**config.mk**
```make
export PLATFORM = sky130hd
export DESIGN_NAME = cpu_control_unit
export DESIGN_NICKNAME = d
export VERILOG_FILES = /design/src/rtl/cpu_control_unit.sv
export SDC_FILE = /design/constraint.sdc
export NUM_CORES = 1
export LEC_CHECK = 0
export ABC_AREA = 1
export CORE_ASPECT_RATIO = 1.1
export CORE_MARGIN = 10
export CORE_UTILIZATION = 42
export DETAILED_ROUTE_END_ITERATION = 16
export PLACE_DENSITY = 0.78
export RECOVER_POWER = 50
export REMOVE_ABC_BUFFERS = 1
export SYNTH_ARGS = -nofsm -noshare
export SYNTH_HDL_FRONTEND = slang
export SYNTH_SLANG_ARGS = --single-unit
```
**constraint.sdc**
```tcl
create_clock -name clk_pi -period 2.7 [get_ports clk_pi]
set_input_delay 0.27 -clock clk_pi [delete_from_list [all_inputs] [get_ports clk_pi]]
set_output_delay 0.27 -clock clk_pi [all_outputs]
set_load 0.02 [all_outputs]
```
**src/rtl/cpu_control_unit.sv**
```systemverilog
// Multi-cycle fetch/decode/sequencing controller feeding the ALU.
// Owns PC, IR, carry/borrow flags, branch evaluation and control ops.
module cpu_control_unit #(
  parameter logic [15:0] PC_RESET = 16'h0000
) (
  input  logic        clk_pi,
  input  logic        reset_pi,
  output logic [15:0] imem_addr_po,
  input  logic [15:0] imem_data_pi,
  output logic [15:0] dmem_addr_po,
  output logic [15:0] dmem_wdata_po,
  output logic        dmem_we_po,
  input  logic [15:0] dmem_rdata_pi,
  output logic [2:0]  rs1_addr_po,
  output logic [2:0]  rs2_addr_po,
  output logic [2:0]  rd_addr_po,
  input  logic [15:0] reg1_data_pi,
  input  logic [15:0] reg2_data_pi,
  output logic        reg_we_po,
  output logic [15:0] reg_wdata_po,
  output logic        arith_1op_po,
  output logic        arith_2op_po,
  output logic        addi_po,
  output logic        subi_po,
  output logic        load_or_store_po,
  output logic        stc_cmd_po,
  output logic        stb_cmd_po,
  output logic [2:0]  alu_func_po,
  output logic [5:0]  immediate_po,
  output logic        carry_in_po,
  output logic        borrow_in_po,
  input  logic [15:0] alu_result_pi,
  input  logic        carry_out_pi,
  input  logic        borrow_out_pi,
  output logic        retire_po,
  output logic        halted_po
);

  typedef enum logic [2:0] {
    S_FETCH, S_DECODE, S_EXEC, S_MEM, S_WB, S_HALT
  } state_t;

  state_t      state, state_nx;
  logic [15:0] pc, ir, result_reg;
  logic [15:0] pc_inc, pc_nx, off, ir_cur;
  logic        carry, borrow;
  logic [3:0]  op, op_cur;
  logic        is_ls, is_ctl, is_stc, is_stb;
  logic        is_rst, is_halt, is_jump;
  logic        flag_op, taken;

  // During DECODE the IR is not yet loaded, so decode straight from imem
  assign ir_cur = (state == S_DECODE) ? imem_data_pi : ir;
  assign op     = ir[15:12];
  assign op_cur = ir_cur[15:12];

  assign is_ls   = (op == 4'h6) || (op == 4'h7);
  assign is_ctl  = (op == 4'hF);
  assign is_stc  = is_ctl && (ir[11:0] == 12'h001);
  assign is_stb  = is_ctl && (ir[11:0] == 12'h002);
  assign is_rst  = is_ctl && (ir[11:0] == 12'hAAA);
  assign is_halt = is_ctl && (ir[11:0] == 12'hFFF);
  assign is_jump = (op == 4'hC);
  assign flag_op = (op == 4'h1) || (op == 4'h2)
                || (op == 4'h4) || (op == 4'h5)
                || is_ls || is_ctl;

  assign pc_inc = pc + 16'd1;
  assign off    = {{10{ir[5]}}, ir[5:0]};

  always_comb begin
    taken = 1'b0;
    case (op)
      4'h8:    taken = (reg1_data_pi == reg2_data_pi);
      4'h9:    taken = (reg1_data_pi >= reg2_data_pi);
      4'hA:    taken = (reg1_data_pi <= reg2_data_pi);
      4'hB:    taken = carry;
      default: taken = 1'b0;
    endcase
  end

  always_comb begin
    pc_nx = pc_inc;
    unique case (1'b1)
      is_rst:  pc_nx = PC_RESET;
      is_jump: pc_nx = {pc[15:12], ir[11:0]};
      taken:   pc_nx = pc_inc + off;
      default: pc_nx = pc_inc;
    endcase
  end

  always_comb begin
    rs1_addr_po = 3'd0;
    rs2_addr_po = 3'd0;
    rd_addr_po  = 3'd0;
    case (op_cur)
      4'h1: begin
        rd_addr_po  = ir_cur[8:6];
        rs1_addr_po = ir_cur[5:3];
        rs2_addr_po = ir_cur[2:0];
      end
      4'h2: begin
        rd_addr_po  = ir_cur[8:6];
        rs1_addr_po = ir_cur[5:3];
      end
      4'h3: rd_addr_po = ir_cur[11:9];
      4'h4, 4'h5, 4'h6: begin
        rd_addr_po  = ir_cur[11:9];
        rs1_addr_po = ir_cur[8:6];
      end
      4'h7: begin
        rs2_addr_po = ir_cur[11:9];
        rs1_addr_po = ir_cur[8:6];
      end
      4'h8, 4'h9, 4'hA: begin
        rs1_addr_po = ir_cur[11:9];
        rs2_addr_po = ir_cur[8:6];
      end
      default: ;
    endcase
  end

  always_ff @(posedge clk_pi) begin
    if (reset_pi) begin
      state      <= S_FETCH;
      pc         <= PC_RESET;
      ir         <= 16'h0000;
      result_reg <= 16'h0000;
      carry      <= 1'b0;
      borrow     <= 1'b0;
    end else begin
      state <= state_nx;
      if (state == S_DECODE) ir <= imem_data_pi;
      if (state == S_EXEC) begin
        result_reg <= alu_result_pi;
        if (flag_op) begin
          carry  <= carry_out_pi;
          borrow <= borrow_out_pi;
        end
      end
      if (state == S_WB) begin
        pc <= pc_nx;
        if (is_rst) begin
          carry  <= 1'b0;
          borrow <= 1'b0;
        end
      end
    end
  end

  always_comb begin
    state_nx         = state;
    arith_1op_po     = 1'b0;
    arith_2op_po     = 1'b0;
    addi_po          = 1'b0;
    subi_po          = 1'b0;
    load_or_store_po = 1'b0;
    stc_cmd_po       = 1'b0;
    stb_cmd_po       = 1'b0;
    dmem_we_po       = 1'b0;
    reg_we_po        = 1'b0;
    retire_po        = 1'b0;
    case (state)
      S_FETCH:  state_nx = S_DECODE;
      S_DECODE: state_nx = S_EXEC;
      S_EXEC: begin
        state_nx         = is_ls ? S_MEM : S_WB;
        arith_2op_po     = (op == 4'h1);
        arith_1op_po     = (op == 4'h2);
        addi_po          = (op == 4'h4);
        subi_po          = (op == 4'h5);
        load_or_store_po = is_ls;
        stc_cmd_po       = is_stc;
        stb_cmd_po       = is_stb;
      end
      S_MEM: begin
        state_nx   = S_WB;
        dmem_we_po = (op == 4'h7);
      end
      S_WB: begin
        state_nx  = is_halt ? S_HALT : S_FETCH;
        reg_we_po = (op >= 4'h1) && (op <= 4'h6);
        retire_po = 1'b1;
      end
      S_HALT:  state_nx = S_HALT;
      default: state_nx = S_FETCH;
    endcase
    if (reset_pi) begin
      arith_1op_po     = 1'b0;
      arith_2op_po     = 1'b0;
      addi_po          = 1'b0;
      subi_po          = 1'b0;
      load_or_store_po = 1'b0;
      stc_cmd_po       = 1'b0;
      stb_cmd_po       = 1'b0;
      dmem_we_po       = 1'b0;
      reg_we_po        = 1'b0;
      retire_po        = 1'b0;
    end
  end

  always_comb begin
    reg_wdata_po = result_reg;
    if (op == 4'h3) reg_wdata_po = {7'd0, ir[8:0]};
    else if (op == 4'h6) reg_wdata_po = dmem_rdata_pi;
  end

  assign imem_addr_po  = pc;
  assign dmem_addr_po  = result_reg;
  assign dmem_wdata_po = reg2_data_pi;
  assign alu_func_po   = ir[11:9];
  assign immediate_po  = ir[5:0];
  assign carry_in_po   = carry;
  assign borrow_in_po  = borrow;
  assign halted_po     = (state == S_HALT) && !reset_pi;

endmodule

```
Word-level counts from Yosys, hierarchy flattened

Cells that the tools add are included.

Register bits after elaboration: 53
Logic and storage cells: 105

Bitwise gates (word level): 1
Order comparisons: 4
Equality and inequality tests: 33
Reductions and logical operators: 19
Add/subtract/negate cells: 2
Muxes and demuxes: 39

Operators by type and width:

| cell                  | count |
|---|---|
| $mux 16               | 3 |
| $pmux 16 s3           | 1 |
| $eq 4x4->1 const B    | 9 |
| $eq 4x3->1 const B    | 8 |
| $mux 1                | 28 |
| $eq 12x12->1 const B  | 2 |
| $pmux 3 s3            | 2 |
| $pmux 3 s6            | 1 |
| $add 16x1->16 const B | 1 |
| $add 16x16->16        | 1 |
| $eq 16x16->1          | 1 |
| $eq 4x2->1 const B    | 4 |
| $ge 16x16->1          | 1 |
| $le 16x16->1          | 1 |
| $eq 12x1->1 const B   | 1 |
| $eq 12x2->1 const B   | 1 |
| $eq 4x1->1 const B    | 2 |
| $reduce_or 4->1       | 2 |
| $eq 3x2->1 const B    | 2 |
| $eq 3x3->1 const B    | 2 |
| $logic_and 1x1->1     | 6 |
| $logic_or 1x1->1      | 6 |
| $mux 3                | 2 |
| $pmux 3 s2            | 1 |
| other kinds (10)      | 10 |

Logic depth before layout (Yosys ltp)

Depth in word-level cells: 10
Depth in mapped cells: 21

Worst setup path before layout

No wires, ideal clock.

Path type: reg-to-reg
From: reg pc[1], in the netlist imem_addr_po[1]
To: reg pc[13], in the netlist imem_addr_po[13]
Arrival: 2.635 ns
Setup slack: -0.048 ns
Library setup time: 0.113 ns
Buffers on the path: 0
Stages on the path, launching flop included: 20
Clock period less this slack: 2.748 ns
Cell sequence: dfxtp_1 > ha_1 > nand2_1 > nor2_1 > inv_1 > nor2_1 > inv_1 > nor2_1 > nand2_1 > xor2_1 > inv_1 > ha_1 > nand2_1 > inv_1 > nand4_1 > or2_2 > a21oi_1 > o21ai_1 > o21ai_1 > inv_1

Longest elaborated chain between the ends: 3

RTL lines:

| what                     | RTL line | RTL |
|---|---|---|
| start: declaration       | 44       | `logic [15:0] pc, ir, result_reg;` |
| start signal: assignment | 142      | `pc <= pc_nx;` |
| $add 16x1->16 *          | 68       | `assign pc_inc = pc + 16'd1;` |
| $add 16x16->16           | 87       | `taken: pc_nx = pc_inc + off;` |
| $pmux 16 s3 *            | 84       | `unique case (1'b1)` |

Mark *: on every way between the ends. The rest lies on a longest branch, timed or not.
A chain may end at the register's enable or synchronous reset.

Worst setup path after layout

Same ends and word-level chain as after synthesis.

==> summary.txt <==
Clocking
  – Clk sinks: 53
  – TritonCTS clock tree: done
  – H-tree depth: 2
  – Worst-path clk slew: 0.08 ns
  – Clk_lat worst skew: 0.30 ns
  – Cts bufs inserted: 5
  – Hold-fix buffer count after cts: 0
  – CTS Root Cell: clkbuf_16
  – Clock Path Buffers: 2

Detailed routing
  – Detailed Route WL: 17.9 mm
  – Remaining DRCs: 0
  – Pre-antenna DRT Iters: 6
  – Vias: 5746
  – DR WL/cell: 15.9 microns
  – ANT nets after route: 0
  – 1st-iter DRT viols: 391
  – Vias/cell: 5.09

Critical path
  – Worst Reg-to-Reg Cells: 19
  – Crit path kind: reg2reg
  – Worst reg2reg setup slack: 0.07 ns
  – Crit path capture type: flop
  – Critical path required time: 2.90 ns
  – Max FO, Critical Path: 4
  – CP Launch Type: flop
  – Critical R2R Capture: imem_addr_po[13]
  – CP arrival: 2.83 ns
  – R2R Path Start: imem_addr_po[1]

Timing
  – Final setup viols: 0
  – Slew Viols, Final: 0
  – Worst Slack Setup Final: 0.0682 ns
  – TNS Setup: 0 ns
  – Final Hold Vio Count: 0
  – Unrepaired setup endpoints after global routing: true
  – Max_slew headroom: 63.9%
  – Slew @ Worst Pin: 0.542 ns
  – FMAX: 0.380 GHz
  – Clock skew: 0.00783 ns
  – Fin crit period: 2.63 ns
  – Fin crit share: 97.5%

Pwr
  – Static Leak: 3.66 nW
  – Maximum resistive drop on vdd: 394 uV
  – Pwr Total: 0.00339 W
  – PwrDens: 452 nW/um^2

Yosys
  – Number of synthesized flops with an enable pin: 0
  – Synth Cell Area: 4930 sq um
  – Top cell type by total area after synthesis: dfxtp_1
  – Gate Count Post-Synth: 789
  – Primary FF master, synth: dfxtp_1
  – Avg Inst Size Synth: 6.25 sq um
  – Synth Register Bits: 53
  – Post-synth ARST share: 0%
  – Main area contributors after synthesis: dfxtp_1 (22%), nand2_1 (12%), nor2_1 (9.0%)
  – Seq/Total Area, Yosys: 21.5%
  – Distinct cell type count after synthesis: 48
  – Ys Warns: 0
  – Synth top area share: 21.5%

Min path
  – Hold_sp: carry_in_po
  – Min-Delay Path Class: reg2reg
  – Hold endpoint: carry_in_po
  – Hold Path Cell Cnt: 2

Outcome
  – Status: complete, no violations

Die
  – DIE AREA: 16500 sq um
  – Placeable Area: 11500 sq um
  – Initial Utilization: 42.9%
  – Io pins: 179
  – Row cnt: 41
  – Die H: 134 microns
  – Die width: 123 microns

Placed design
  – DP HPWL: 14.1 mm
  – Port buffer count: 178
  – Final Wtd Congestion: 0.949
  – DP Cell Count: 1116
  – DP Worst Slack: -0.155 ns

GRT
  – Total gr overflow: 0
  – First-pass GRT wire length: 28.2 mm
  – Tot GR Track Use: 20.9%
  – Number of global-route vias before repair: 5700
  – Largest net degree at the start of global routing: 28
  – Initial antenna violation count: 0

Layout
  – Final Non-Filler Cells: 1129
  – Final #Nets: 1095
  – Seq. cell area: 1070 sq um
  – Area grow syn2layout: 52.1%
  – Fin util: 65.3%
  – ANT cells: 0
  – Share of post-route cells with drive strength above 1: 17.3%
  – Footprint of the multi-input gates: 3400 sq um
  – Fill cells: 1016

Job
  – Max-Cap Viols: 0
[through the flow]
stage | instance area [sq um] | hold WS (ns)
after floorplan | 4620 | 0.332
after global placement | 6980 | 0.500
after detailed placement | 6980 | 0.497
after CTS | 7220 | 0.511
after global routing | 7500 | 0.533
final | 7500 | 0.508
[final cells by class]
| cell class | instances | area share [%] |
|---|---|---|
| clock buffers | 5 | 1.67 |
| multi-input cells | 565 | 45.3 |
| inverters | 122 | 6.22 |
| repair buffers | 231 | 29.4 |
| well taps | 150 | 2.50 |
| flip-flops and latches | 53 | 14.2 |
| clock inverters | 3 | 0.667 |
[cell families (layout without fill, tap and decap cells)]
logic type	after synthesis	after routing	share of synthesized area [%]
AOI/OAI and AO/OA	129	129	15.7
xor gates and xnor gates	19	19	3.37
adders and majority gates	33	33	8.52
buffers and inverters	171	361	15.7
DFF	53	53	21.5
muxes	2	2	0.406
and+or+nand+nor	382	382	34.8
[Yosys cell counts, types with 3 or more instances]
| cell type | count |
|---|---|
| a21o_1 | 3 |
| a21oi_1 | 29 |
| a21oi_2 | 10 |
| a221o_1 | 3 |
| a31oi_1 | 11 |
| buf_2 | 5 |
| buf_4 | 25 |
| buf_6 | 4 |
| clkbuf_1 | 14 |
| dfxtp_1 | 53 |
| ha_1 | 32 |
| inv_1 | 115 |
| inv_2 | 4 |
| nand2_1 | 156 |
| nand2_2 | 6 |
| nand3_1 | 48 |
| nand3_2 | 10 |
| nand4_1 | 10 |
| nor2_1 | 118 |
| nor2_2 | 5 |
| nor2_4 | 3 |
| nor3_1 | 12 |
| nor4_1 | 5 |
| o21ai_0 | 45 |
| o21ai_1 | 9 |
| o21ai_2 | 4 |
| o221ai_1 | 3 |
| o22ai_1 | 3 |
| xnor2_1 | 5 |
| xor2_1 | 14 |
[layer usage]
layer / track usage, % / vias to the layer above / share of wire (%)
li1: - / 2900 / -
met1: 23.7 / 2589 / 37
met2: 36.6 / 227 / 51
met3: 6.80 / 30 / 10
met4: 4.73 / 0 / 2.0
met5: 0 / - / 0
[sequential cells by signal, indices dropped and copies added (netlist names)]
name          count
ir               16
carry_in_po       1
state             3
dmem_addr_po     16
borrow_in_po      1
imem_addr_po     16
[worst max-delay path, cell delays in order (launching register included)]
cell and delay, ns:
dfxtp_2 0.36, ha_4 0.15, nand2_4 0.05, nor2_4 0.11, inv_2 0.05, nor2_2 0.11
inv_2 0.08, nor2_4 0.11, nand2_1 0.07, xor2_1 0.13, inv_1 0.10, ha_4 0.27
a21oi_4 0.14, o21ai_1 0.08, a31oi_1 0.25, nand3_1 0.13, nand3_1 0.10, o21ai_1 0.07
o21ai_1 0.11, inv_1 0.04
[report_power, final]
part,internal [W],total [W],switching [W]
combinational,0.000693,0.00164,0.000948
clock,0.000447,0.000779,0.000332
sequential,0.000863,0.000969,0.000107
[repair_timing]
item / CTS / global route
endpoints found under the setup margin: 31 / 30
gates resized for setup: 32 / 76
gates cloned: 0 / 0
pin swaps: 6 / 26
buffers inserted: 3 / 2
[worst max path at each step]
stage	start	endpoint	cells after the start	slack (ns)
CTS	imem_addr_po[0]	imem_addr_po[10]	17	0.001
detailed placement	imem_addr_po[0]	imem_addr_po[10]	18	-0.16
floorplan	state[1]	stc_cmd_po	6	-0.33
finish	imem_addr_po[1]	imem_addr_po[13]	19	0.07
global route	imem_addr_po[1]	imem_addr_po[10]	18	-0.12
global placement	imem_addr_po[0]	imem_addr_po[12]	17	-0.1
[cell usage in the layout, fill, tap and decap left out, types with 11 or more instances in the layout]
cell type,netlist,routed
ha_1,32,22
nor2_1,118,110
xor2_1,14,12
a21oi_2,10,18
inv_1,115,107
dfxtp_1,53,49
nand3_1,48,44
a31oi_1,11,11
nand2_1,156,153
o21ai_0,45,43
nand3_2,10,14
dlygate4sd3_1,0,15
clkdlybuf4s50_1,0,137
dlygate4sd2_1,0,13
a21oi_1,29,20
buf_4,25,47
(Power assumes the default switching activity.)
==> patch 1, RTL diff (same settings) <==
Encoding of `state_t`: now one-hot (6 bits for 6 states).
--- a/src/rtl/cpu_control_unit.sv
+++ b/src/rtl/cpu_control_unit.sv
@@ -38,4 +38,4 @@
 
-  typedef enum logic [2:0] {
-    S_FETCH, S_DECODE, S_EXEC, S_MEM, S_WB, S_HALT
+  typedef enum logic [5:0] {
+    S_FETCH = 6'b000001, S_DECODE = 6'b000010, S_EXEC = 6'b000100, S_MEM = 6'b001000, S_WB = 6'b010000, S_HALT = 6'b100000
   } state_t;
Behaviour: no difference found for any inputs over 4 cycles, from zero or initial values and one cycle with reset_pi high; so few cycles prove little.
==> patch 1 against the unedited design <==
  * The run now ends with setup timing left
  * Die area increased by 2.7%
  * Final area increased by 4.4%
  * Area after synthesis grew 3.2%
  * Sequential share of layout area increased by 0.20 points
  * Sequential cell count up 3
  * Setup slack got worse by 130 ps
  * Cell count up 3.2%
  * Via count is 3.9% higher
  * Wire length grew 3.1%
Power is not compared: it rests on default switching activity, and its combinational part moved more than twofold at a synthesized area within 25%.
==> patch 1: results (changes against the unedited design) <==
- Status: complete, but fails checks
- Failing checks: setup timing
- M1 wire length: 7050 µm (+5.2%)
- Synth cell types: 44 (-8.3%)
- Ranking of synthesized cells by area: dfxtp_1 22%, nand2_1 12%, inv_1 10%, ha_1 7.9%, o21ai_0 5.4%
- Vias: 5,971 (+3.9%)
- Crit Path Max Fanout: 3 (-1)
- Worst Reg2Reg Path Length in Cells: 23 (+4)
- Hold Path Sink: dmem_addr_po[14]
- Final setup fails: 3 (+3)
- Worst hold start: dmem_addr_po[14]
- Met3 Usage GRT: 7.56% (+0.75 points)
- Overall routing resource usage: 20.0% (-0.85 points)
- Adder-cell share of the synthesized area: 8.25% (-0.27 points)
- Rel. slew slack: 43.4% (-20 points)
- Routed wl met2: 9210 µm (+1.7%)
- Post-CTS Setup Bufs: 5 (+2)
- Proportion of synthesized area in mux cells: 0% (-0.41 points)
- Setup ws final: -57.7 ps (-126 ps)
- DRT iter0 DRCs: 430 (+10%)
- Worst slack, placed: -191 ps (-36.1 ps)
- Setup TNS: -126 ps (-126 ps)
- Final net count: 1,127 (+2.9%)
- Vias in the first global route: 5,879 (+3.1%)
- Share of cells above drive strength 1: 20.8% (+3.5 points)
- Fin cells: 1,165 (+3.2%)
- Routability cong.: 0.925 (-2.5%)
- Largest net degree at the start of global routing: 36 (+29%)
- DR WL met3: 1780 µm (-0.72%)
- Reg2Reg Setup Slack: -60 ps (-130 ps)
- First-pass GRT wire length: 28,600 µm (+1.3%)
- CP arrival: 3010 ps (+180 ps)
- Fillers: 1,036 (+2.0%)
- Final wirelength: 18,500 µm (+3.1%)
- Post-synth top cells: 161 x nand2_1, 140 x inv_1, 73 x nor2_1
- Detailed Routing Iterations Pass 1: 5 (-1)
- Reg-to-reg startpoint: imem_addr_po[0]
- Layout Skew: 6.17 ps (-1.67 ps)
- M2 GR Usage: 35.7% (-0.81 points)
- Sequential share of the synthesized area: 22.0% (+0.51 points)
- Post-DP HPWL: 14,500 µm (+2.9%)
patch 1: cell types whose count changed after synthesis, sizes merged, moves of 6 or more:
cell,change
inv,+27
a21oi,+21
nand2,+7
o21ai,+6
o211ai,+12
nor2,-48
a31oi,-10
patch 1: stage by stage:
step	util [%]	hold WS, ps	area [µm²]
6_report	65.4	468	7830
2_1_floorplan	-	332	4780
4_1_cts	62.7	470	7520
5_1_grt	65.4	484	7830
3_3_place_gp	60.0	440	7180
3_5_place_dp	60.0	456	7180
patch 1: worst max-delay path by stage:
stage / depth (start not counted) / from / slack (ps) / endpoint
global route: 21 / imem_addr_po[0] / -240 / imem_addr_po[15]
finish: 23 / imem_addr_po[0] / -60 / imem_addr_po[13]
global placement: 19 / imem_addr_po[0] / -110 / imem_addr_po[15]
CTS: 9 / ir[13] / -180 / reg_wdata_po[15]
detailed placement: 21 / imem_addr_po[0] / -190 / imem_addr_po[15]
floorplan: 20 / imem_addr_po[0] / -230 / imem_addr_po[15]
patch 1: area by class of cell:
cell class	instances	area, µm²	share of cell area, %
timing repair buffer	243	2310	29.5
clock inverter	3	47.5	0.607
clock buffer	5	125	1.60
tap	154	193	2.46
sequential	56	1130	14.4
multi-input combinational	554	3450	44.1
inverter	147	556	7.09
timing repair inverter	3	20.0	0.256
patch 1: power groups by stage:
stage	Sequential (mW)	Combinational, mW	Clock [mW]
2_1_floorplan	0.927	0.341	0
3_3_place_gp	0.904	0.760	0
3_5_place_dp	0.905	0.770	0
4_1_cts	0.886	0.774	0.789
5_1_grt	0.890	0.874	0.811
6_report	0.886	0.793	0.782
patch 1: kinds of logic after synthesis:
logic type	after synthesis
buf+inv	197
xor+xnor	18
flops	56
simple gates	344
fa+ha+maj	33
compound gates	159
==> patch 2, RTL diff (config.mk and constraints unchanged) <==
Without the edit above. Register the output `rd_addr_po`, without a reset; this adds one clock of latency there. The other outputs are not delayed to match.
--- a/src/rtl/cpu_control_unit.sv
+++ b/src/rtl/cpu_control_unit.sv
@@ -42,2 +42,4 @@
 
+  logic [2:0] rd_addr_po_d;
+
   state_t      state, state_nx;
@@ -94,6 +96,6 @@
     rs2_addr_po = 3'd0;
-    rd_addr_po  = 3'd0;
+    rd_addr_po_d = 3'd0;
     case (op_cur)
       4'h1: begin
-        rd_addr_po  = ir_cur[8:6];
+        rd_addr_po_d = ir_cur[8:6];
         rs1_addr_po = ir_cur[5:3];
@@ -102,8 +104,8 @@
       4'h2: begin
-        rd_addr_po  = ir_cur[8:6];
+        rd_addr_po_d = ir_cur[8:6];
         rs1_addr_po = ir_cur[5:3];
       end
-      4'h3: rd_addr_po = ir_cur[11:9];
+      4'h3: rd_addr_po_d = ir_cur[11:9];
       4'h4, 4'h5, 4'h6: begin
-        rd_addr_po  = ir_cur[11:9];
+        rd_addr_po_d = ir_cur[11:9];
         rs1_addr_po = ir_cur[8:6];
@@ -216,2 +218,6 @@
 
+  always_ff @(posedge clk_pi) begin
+    rd_addr_po <= rd_addr_po_d;
+  end
+
 endmodule
Formal check against the unedited RTL: not equivalent (Yosys sat finds a counterexample within 4 cycles, from zero or initial values and one cycle with reset_pi high).
==> patch 2 against the unedited design <==
  * Cell count up 0.62%
  * Area after synthesis down 1.2%
  * First-iteration DRC count up 7.9%
  * Sequential cell count up 3
  * Setup slack better by 31 ps
  * Wire length down 2.6%
  * Total power down 2.6%
  * Final area down 2.5%
  * Largest power group unchanged
  * Highest routed layer unchanged
==> patch 2: results (changes against the unedited design) <==
- VDD IR max: 0.394 mV (+0.14%)
- Reg2Reg Setup Slack: 150 ps (+80 ps)
- Synth cell types: 42 (-13%)
- Reg-to-reg startpoint: imem_addr_po[0]
- Vias in the first global route: 5,597 (-1.8%)
- Status: complete, no violations
- Crit Path Max Fanout: 6 (+2)
- Worst Reg2Reg Path Length in Cells: 16 (-3)
- Maximum clock path buffer count: 2 (unchanged)
- Hold Worst Slack: 498 ps (-10.5 ps)
- Via density: 5.03 (-1.1%)
- DRT iter0 DRCs: 422 (+7.9%)
- Post-synth top cells: 171 x nand2_1, 130 x nor2_1, 107 x inv_1
- Hold path depth: 2 (unchanged)
- Post-synth ARST share: 0% (unchanged)
- Worst Tran Pin Value: 712 ps (+170 ps)
- Worst min-delay path class: register to register
- Met3 Usage GRT: 6.51% (-0.29 points)
- Final wirelength: 17,500 µm (-2.6%)
- Share of cells above drive strength 1: 12.6% (-4.7 points)
- Fillers: 1,018 (+0.20%)
- Static Leak: 3.68 nW (+0.60%)
- Hold Path Sink: dmem_addr_po[14]
- First-pass GRT wire length: 27,600 µm (-2.2%)
- Critical Path End: stb_cmd_po
- Reg-to-reg endpoint: imem_addr_po[15]
- Initial antenna violation count: 0 (unchanged)
- M2 GR Usage: 36.5% (about the same)
- Post-CTS Setup Bufs: 2 (-1)
- Cells after Synth: 794 (+0.63%)
- # resized after CTS: 8 (-75%)
- Worst hold start: dmem_addr_po[14]
- Placed Cells: 1,118 (+0.18%)
- Largest net degree at the start of global routing: 26 (-7.1%)
- Worst-path clk slew: 80 ps (about the same)
- DRT antenna net count: 0 (unchanged)
- H-tree depth: 2 (unchanged)
- Layout Skew: 5.19 ps (-2.65 ps)
- Detailed Routing Iterations Pass 1: 7 (+1)
- CP arrival: 2330 ps (-500 ps)
- Port bufs: 178 (unchanged)
- Sequential share of the synthesized area: 23.0% (+1.5 points)
- Post-synth EDFFs: 0 (unchanged)
- Origin of the worst setup path: ir[13]
- Cts bufs inserted: 5 (unchanged)
- Clk root buf: clkbuf_16
- Ys Warns: 0 (unchanged)
- Ranking of synthesized cells by area: dfxtp_1 23%, nand2_1 13%, nor2_1 10%, inv_1 8.2%, ha_1 8.2%
- Met1 Usage GRT: 23.0% (-0.69 points)
- Clock Latency Late Sink: 300 ps (about the same)
- Post-DP HPWL: 13,700 µm (-2.3%)
- Routability cong.: 0.948 (-0.11%)
- Antenna cells: 0 (unchanged)
- Vias: 5,719 (-0.47%)
- Overall routing resource usage: 20.5% (-0.34 points)
[patch 2: cell types whose count changed in the layout (fill, tap and decap cells not counted), sizes merged, moves of 4 or more]
cell / change
nor2: +6
dlygate4sd3: +31
inv: -7
dlymetal6s2s: +7
clkdlybuf4s50: -26
dlygate4sd2: -13
clkinv: +5
nand3: -6
nand2: +11
nor3: -4
[patch 2: layer usage]
| layer | share of wire, % | vias to the layer above |
|---|---|---|
| met2 | 51 | 211 |
| li1 | - | 2903 |
| met1 | 38 | 2581 |
| met5 | 0 | - |
| met4 | 1.6 | 0 |
| met3 | 9.4 | 24 |
[patch 2: critical path: stages (launching register included)]
cell and delay, ps:
dfxtp_1 430, nand2_1 140, buf_4 180, nor2_1 250, nand3_1 160, nor3_1 210
clkdlybuf4s50_1 670
[patch 2: cell families after synthesis]
family / synth area share [%]
compound gates: 14.9
xor+xnor: 3.95
fa+ha+maj: 8.62
buf+inv: 15.3
flops: 23.0
mux: 0.205
simple gates: 34.0
[patch 2: report_power, final]
part           total (mW)  leakage [nW]  switching [mW]  internal [mW]
clock               0.680        0.0671           0.332          0.348
combinational        1.60          3.16           0.917          0.685
sequential           1.02         0.457          0.0956          0.924
[patch 2: layout make-up]
class	count	area share, %
clock buffer	6	1.76
clock inverter	2	0.222
inverter	121	6.31
multi-input combinational	570	43.7
sequential	56	15.3
tap	150	2.57
timing repair buffer	230	30.0
timing repair inverter	1	0.103
[patch 2: stage by stage]
stage	utilization (%)	setup slack (ps)	cell area, µm²	total power [mW]	TNS [ps]
6_report	63.9	98.9	7310	3.30	0
5_1_grt	63.9	-45.8	7310	3.51	-145
4_1_cts	61.6	15.3	7050	3.30	0
3_5_place_dp	60.2	-67.1	6890	2.64	-658
3_3_place_gp	60.2	-73.3	6890	2.63	-608
2_1_floorplan	-	125	4580	1.85	0
